$ cat src/rtl/mem_stream_writer.sv
// Streams 16-bit words into consecutive PSRAM word addresses by driving the
// memory_interface 8-bit register port: address bytes, data bytes, write command, status polling.
module mem_stream_writer #(
    parameter int POLL_LIMIT = 64,
    parameter int CNT_W      = 16
) (
    input  logic             clk,
    input  logic             reset,
    input  logic             start,
    input  logic [22:0]      base_addr,
    input  logic [CNT_W-1:0] word_count,
    input  logic [15:0]      s_data,
    input  logic             s_valid,
    output logic             s_ready,
    output logic             busy,
    output logic             done,
    output logic             error,
    output logic [CNT_W-1:0] words_written,
    output logic             mi_cs,
    output logic             mi_write,
    output logic             mi_read,
    output logic [3:0]       mi_address,
    output logic [7:0]       mi_data_in,
    input  logic [7:0]       mi_data_out,
    output logic [3:0]       dbg_state
);

    localparam int PC_W = $clog2(POLL_LIMIT + 1);
    localparam logic [PC_W-1:0] POLL_MAX = PC_W'(POLL_LIMIT);

    typedef enum logic [3:0] {
        IDLE, WAIT_DATA, A0, A1, A2, D0, D1, CMD, POLL_REQ, POLL_CHK, NEXT, FIN
    } state_t;

    state_t           state, state_nx;
    logic [22:0]      cur_addr;
    logic [CNT_W-1:0] remaining;
    logic [15:0]      data_q;
    logic [PC_W-1:0]  poll_cnt;
    logic [3:0]       addr_hold, strobe_addr;
    logic [7:0]       wdata_hold, strobe_data;

    always_ff @(posedge clk) begin
        if (reset) begin
            state         <= IDLE;
            cur_addr      <= '0;
            remaining     <= '0;
            data_q        <= '0;
            poll_cnt      <= '0;
            words_written <= '0;
            error         <= 1'b0;
            addr_hold     <= '0;
            wdata_hold    <= '0;
        end else begin
            state <= state_nx;
            // The register bus keeps its last address/data between strobes.
            if (mi_write || mi_read) begin
                addr_hold  <= strobe_addr;
                wdata_hold <= strobe_data;
            end
            case (state)
                IDLE: begin
                    if (start && (word_count != '0)) begin
                        cur_addr      <= base_addr;
                        remaining     <= word_count;
                        words_written <= '0;
                        error         <= 1'b0;
                        poll_cnt      <= '0;
                    end
                end
                WAIT_DATA: if (s_valid) data_q <= s_data;
                POLL_REQ:  poll_cnt <= poll_cnt + 1'b1;
                POLL_CHK:  if (mi_data_out[0] && (poll_cnt == POLL_MAX)) error <= 1'b1;
                NEXT: begin
                    cur_addr      <= cur_addr + 23'd1;
                    words_written <= words_written + 1'b1;
                    remaining     <= remaining - 1'b1;
                    poll_cnt      <= '0;
                end
                default: ;
            endcase
        end
    end

    always_comb begin
        state_nx    = state;
        s_ready     = 1'b0;
        mi_write    = 1'b0;
        mi_read     = 1'b0;
        strobe_addr = addr_hold;
        strobe_data = wdata_hold;
        case (state)
            IDLE: if (start) state_nx = (word_count == '0) ? FIN : WAIT_DATA;
            WAIT_DATA: begin
                s_ready = 1'b1;
                if (s_valid) state_nx = A0;
            end
            A0: begin
                mi_write = 1'b1; strobe_addr = 4'd1; strobe_data = cur_addr[7:0];
                state_nx = A1;
            end
            A1: begin
                mi_write = 1'b1; strobe_addr = 4'd2; strobe_data = cur_addr[15:8];
                state_nx = A2;
            end
            A2: begin
                mi_write = 1'b1; strobe_addr = 4'd3; strobe_data = {1'b0, cur_addr[22:16]};
                state_nx = D0;
            end
            D0: begin
                mi_write = 1'b1; strobe_addr = 4'd4; strobe_data = data_q[7:0];
                state_nx = D1;
            end
            D1: begin
                mi_write = 1'b1; strobe_addr = 4'd5; strobe_data = data_q[15:8];
                state_nx = CMD;
            end
            CMD: begin
                mi_write = 1'b1; strobe_addr = 4'd9; strobe_data = 8'h00;
                state_nx = POLL_REQ;
            end
            POLL_REQ: begin
                mi_read = 1'b1; strobe_addr = 4'd10; strobe_data = 8'h00;
                state_nx = POLL_CHK;
            end
            // Status byte arrives the cycle after the read strobe; bit0 = memory busy.
            POLL_CHK: begin
                if (!mi_data_out[0])          state_nx = NEXT;
                else if (poll_cnt == POLL_MAX) state_nx = FIN;
                else                           state_nx = POLL_REQ;
            end
            NEXT:    state_nx = (remaining == {{(CNT_W-1){1'b0}}, 1'b1}) ? FIN : WAIT_DATA;
            FIN:     state_nx = IDLE;
            default: state_nx = IDLE;
        endcase
    end

    assign mi_cs      = mi_write | mi_read;
    assign mi_address = strobe_addr;
    assign mi_data_in = strobe_data;
    assign busy       = (state != IDLE) && (state != FIN);
    assign done       = (state == FIN);
    assign dbg_state  = state;

endmodule

$ cat config.mk
export PLATFORM = sky130hd
export DESIGN_NAME = mem_stream_writer
export DESIGN_NICKNAME = d
export VERILOG_FILES = /design/src/rtl/mem_stream_writer.sv
export SDC_FILE = /design/constraint.sdc
export NUM_CORES = 1
export LEC_CHECK = 0
export ABC_AREA = 1
export BUFFER_PORTS_ARGS = -buffer_cell sky130_fd_sc_hd__buf_4
export CAP_MARGIN = 10
export CORE_UTILIZATION = 50
export DETAILED_ROUTE_END_ITERATION = 8
export PLACE_DENSITY = 0.81
export SYNTH_ARGS = -nofsm -noshare
export SYNTH_HDL_FRONTEND = slang
export SYNTH_SLANG_ARGS = --single-unit
$ cat constraint.sdc
create_clock -name clk -period 2.3 [get_ports clk]
set_input_delay 0.46 -clock clk [delete_from_list [all_inputs] [get_ports clk]]
set_output_delay 0.46 -clock clk [all_outputs]
set_load 0.01 [all_outputs]
==> results_dict.tcl <==
set metrics [dict create \
    routedWlPerCell_um 13.44 \
    place_congestion 0.9401 \
    drcViolationCount 1 \
    period_share_pct 97.55 \
    clk_path_buf_depth 2 \
    hold_violations 0 \
    vias_per_cell 5.415 \
    area_growth_pct 23.96 \
    htreeDepth 3 \
    grt_max_degree 44 \
    vias 6200 \
    grt_pass1_vias 5460 \
    tritoncts "done" \
    hpwl_um 10760 \
    cts_made_buffers 9 \
    core-area_um2 10790 \
    start_util_pct 51.24 \
    cts_sinks 95 \
    drt_iter0_drc 452 \
    wl_met3_um 1064 \
    first_pass_iters 7 \
    ys_async_sr_fraction_pct 0 \
    r2r_start "dbg_state[1]" \
    required_ns 1.84 \
    setup.worst_path.start "dbg_state[0]" \
    reg2reg_setup_slack_ns 0.38 \
    fin_crit_ns 2.244 \
    totalWireLength_um 15390 \
    synth_fp_nets 966 \
    die_w_um 107.2 \
    clkPwrFrac_pct 25.8 \
    setup_viol 0 \
    final_cell_area_um2 6855 \
    clockRootBuffer "clkbuf_8" \
    clock_latency_ns 0.38 \
    p_switching_mw 1.395 \
    yosysWarnings 0 \
    routed.top_layer "met4" \
    synth.distinct_cells 39 \
    avgSynthCellArea_um2 6.193 \
    finalCoreUtilization_pct 63.52 \
    num_io_pins 106 \
    power_leakage_nw 3.026 \
    seq_area_um2 1917 \
    fillCellCount 990 \
    final_cells 1145 \
    synth_top_area_cell "dfxtp_1" \
    synthTopCellsByArea "dfxtp_1 (34%), nand2_1 (15%), nand3_1 (9.3%)" \
    p_seq_share_pct 47.3 \
    antenna_cells 0 \
    powerDensity_nw_per_um2 584.3 \
    violations "DRC" \
    clock_skew_ns 0.01419 \
    cp.arrival_ns 1.78 \
    worstSetupPathType "flop to primary output" \
    cap_violations 0 \
    m1WireLength_um 7034 \
    critPathLaunchType "flop" \
    wl_met2_um 7010 \
    end_kind "primary output" \
    synthFlopType "dfxtp_1" \
    path_max_fanout 6 \
    grt_pass1_wl_um 25310 \
    fp.dieH_um 107.2 \
    synth_top_area_share_pct 34.39 \
    max-slew-margin-rel_pct 69.56 \
    syn_inst 893 \
    final_antenna_net_count 0 \
    p_sw_share_pct 34.84 \
    p_int_mw 2.610 \
    clk_pin_slew_ns 0.10 \
    antenna_found_initial 0 \
    worst_pin_slew_ns 0.4549 \
    nets 1074 \
    hold_start "word_count[7]" \
    synth_edf_count 0 \
    multiInputGateArea_um2 3179 \
    io_buffers 98 \
    grt_use_total_pct 27.60 \
    rows 38 \
    dieArea_um2 11490 \
    placed_area_um2 6417 \
    holdCritPathClass "input pin to flop" \
    synth_seq_cells 95 \
    synth.cell_area_um2 5530 \
    ctsHoldBuffers 0 \
    grt-ovfl-total 0 \
    final_layout_size_suffix_gt1_share_pct 19.30 \
    seq_area_frac_synth_pct 34.39 \
    placedCellCount 1117 \
    peakVddDrop_mv 0.3369 \
    status "finished, violations left" \
    finalMaxSlewViolations 0 \
    fmax_mhz 445.7 \
    comb_power_share_pct 26.9 \
]
[power groups by stage]
stage	clock network, mW	registers, mW	logic [mW]
2_1_floorplan	0	1.89	0.662
3_3_place_gp	0	1.92	0.967
3_5_place_dp	0	1.92	0.981
4_1_cts	1.04	1.88	1.00
5_1_grt	1.12	1.91	1.20
6_report	1.03	1.89	1.08
[synth_stat cells (6+ instances only)]
library cell,number
a21oi_1,69
buf_2,8
buf_4,7
clkbuf_1,11
dfxtp_1,95
ha_1,6
inv_1,110
nand2_1,219
nand3_1,103
nand4_1,17
nor2_1,124
nor3_1,13
o21ai_0,49
o22ai_1,12
[sequential cells by signal, summed over array words and instances, names as in the netlist]
name and flops:
addr_hold 4, cur_addr 23, data_q 16, dbg_state 4, error 1, poll_cnt 7
remaining 16, wdata_hold 8, words_written 16
[placed cells by master, fill, tap and decap left out, types with 9 or more instances in the layout]
cell / count
nand2_2: 13
o21ai_0: 48
nand4_1: 17
a21oi_1: 69
nor3_1: 9
inv_1: 105
nor2_1: 123
buf_4: 124
nand2_1: 204
dfxtp_1: 91
clkbuf_8: 10
o22ai_1: 10
nand3_1: 103
[final timing paths]
path                   endpoint  cells past startpoint
setup / recovery  mi_data_in[4]                      8
hold / removal     remaining[7]                      3
setup reg to reg   remaining[9]                     11
hold reg to reg      data_q[15]                      2
[routing by layer]
metal,vias up,GRT usage (%)
met4,0,8.806
li1,3110,-
met5,-,0
met1,2816,37.25
met2,249,44.70
met3,25,4.681
[cells by family (layout without fill, tap and decap cells)]
family | count (synthesis) | in the layout | synth area share [%]
compound gates | 147 | 147 | 14.25
xor+xnor | 5 | 5 | 0.7920
fa+ha+maj | 6 | 6 | 1.357
buf+inv | 144 | 256 | 10.57
flops | 95 | 95 | 34.39
simple gates | 496 | 496 | 38.64
[metrics by stage]
stage	hold slack (ns)	power, mW	setup slack (ns)	setup TNS (ns)
final	0.3041	4.006	0.05633	0
after global routing	0.3072	4.239	-0.03741	-0.1236
after CTS	0.3083	3.928	0.01836	0
after detailed placement	0.4453	2.901	0.1611	0
after global placement	0.4397	2.884	0.1775	0
after floorplan	0.4245	2.555	0.4972	0
[area by class of cell]
cell class | instances | area share, %
Clock buffer | 10 | 2.008
Clock inverter | 5 | 0.4928
Tap cell | 140 | 2.555
Timing Repair Buffer | 127 | 14.20
Sequential cell | 95 | 27.96
Multi-Input combinational cell | 654 | 46.38
Inverter | 114 | 6.406
[critical path, cell delays in order (launching register included)]
cell and delay (ns):
dfxtp_4 0.41, inv_1 0.08, nor2_2 0.18, nand2_2 0.11, buf_4 0.17, o22ai_1 0.18
nor2_1 0.08, nand2_1 0.07, buf_4 0.11
[what timing repair did]
action / CTS / global route
resized for setup: 18 / 34
buffers inserted: 3 / 10
endpoints found under the setup margin: 12 / 12
pin swaps: 2 / 11
(Power assumes the default switching activity.)
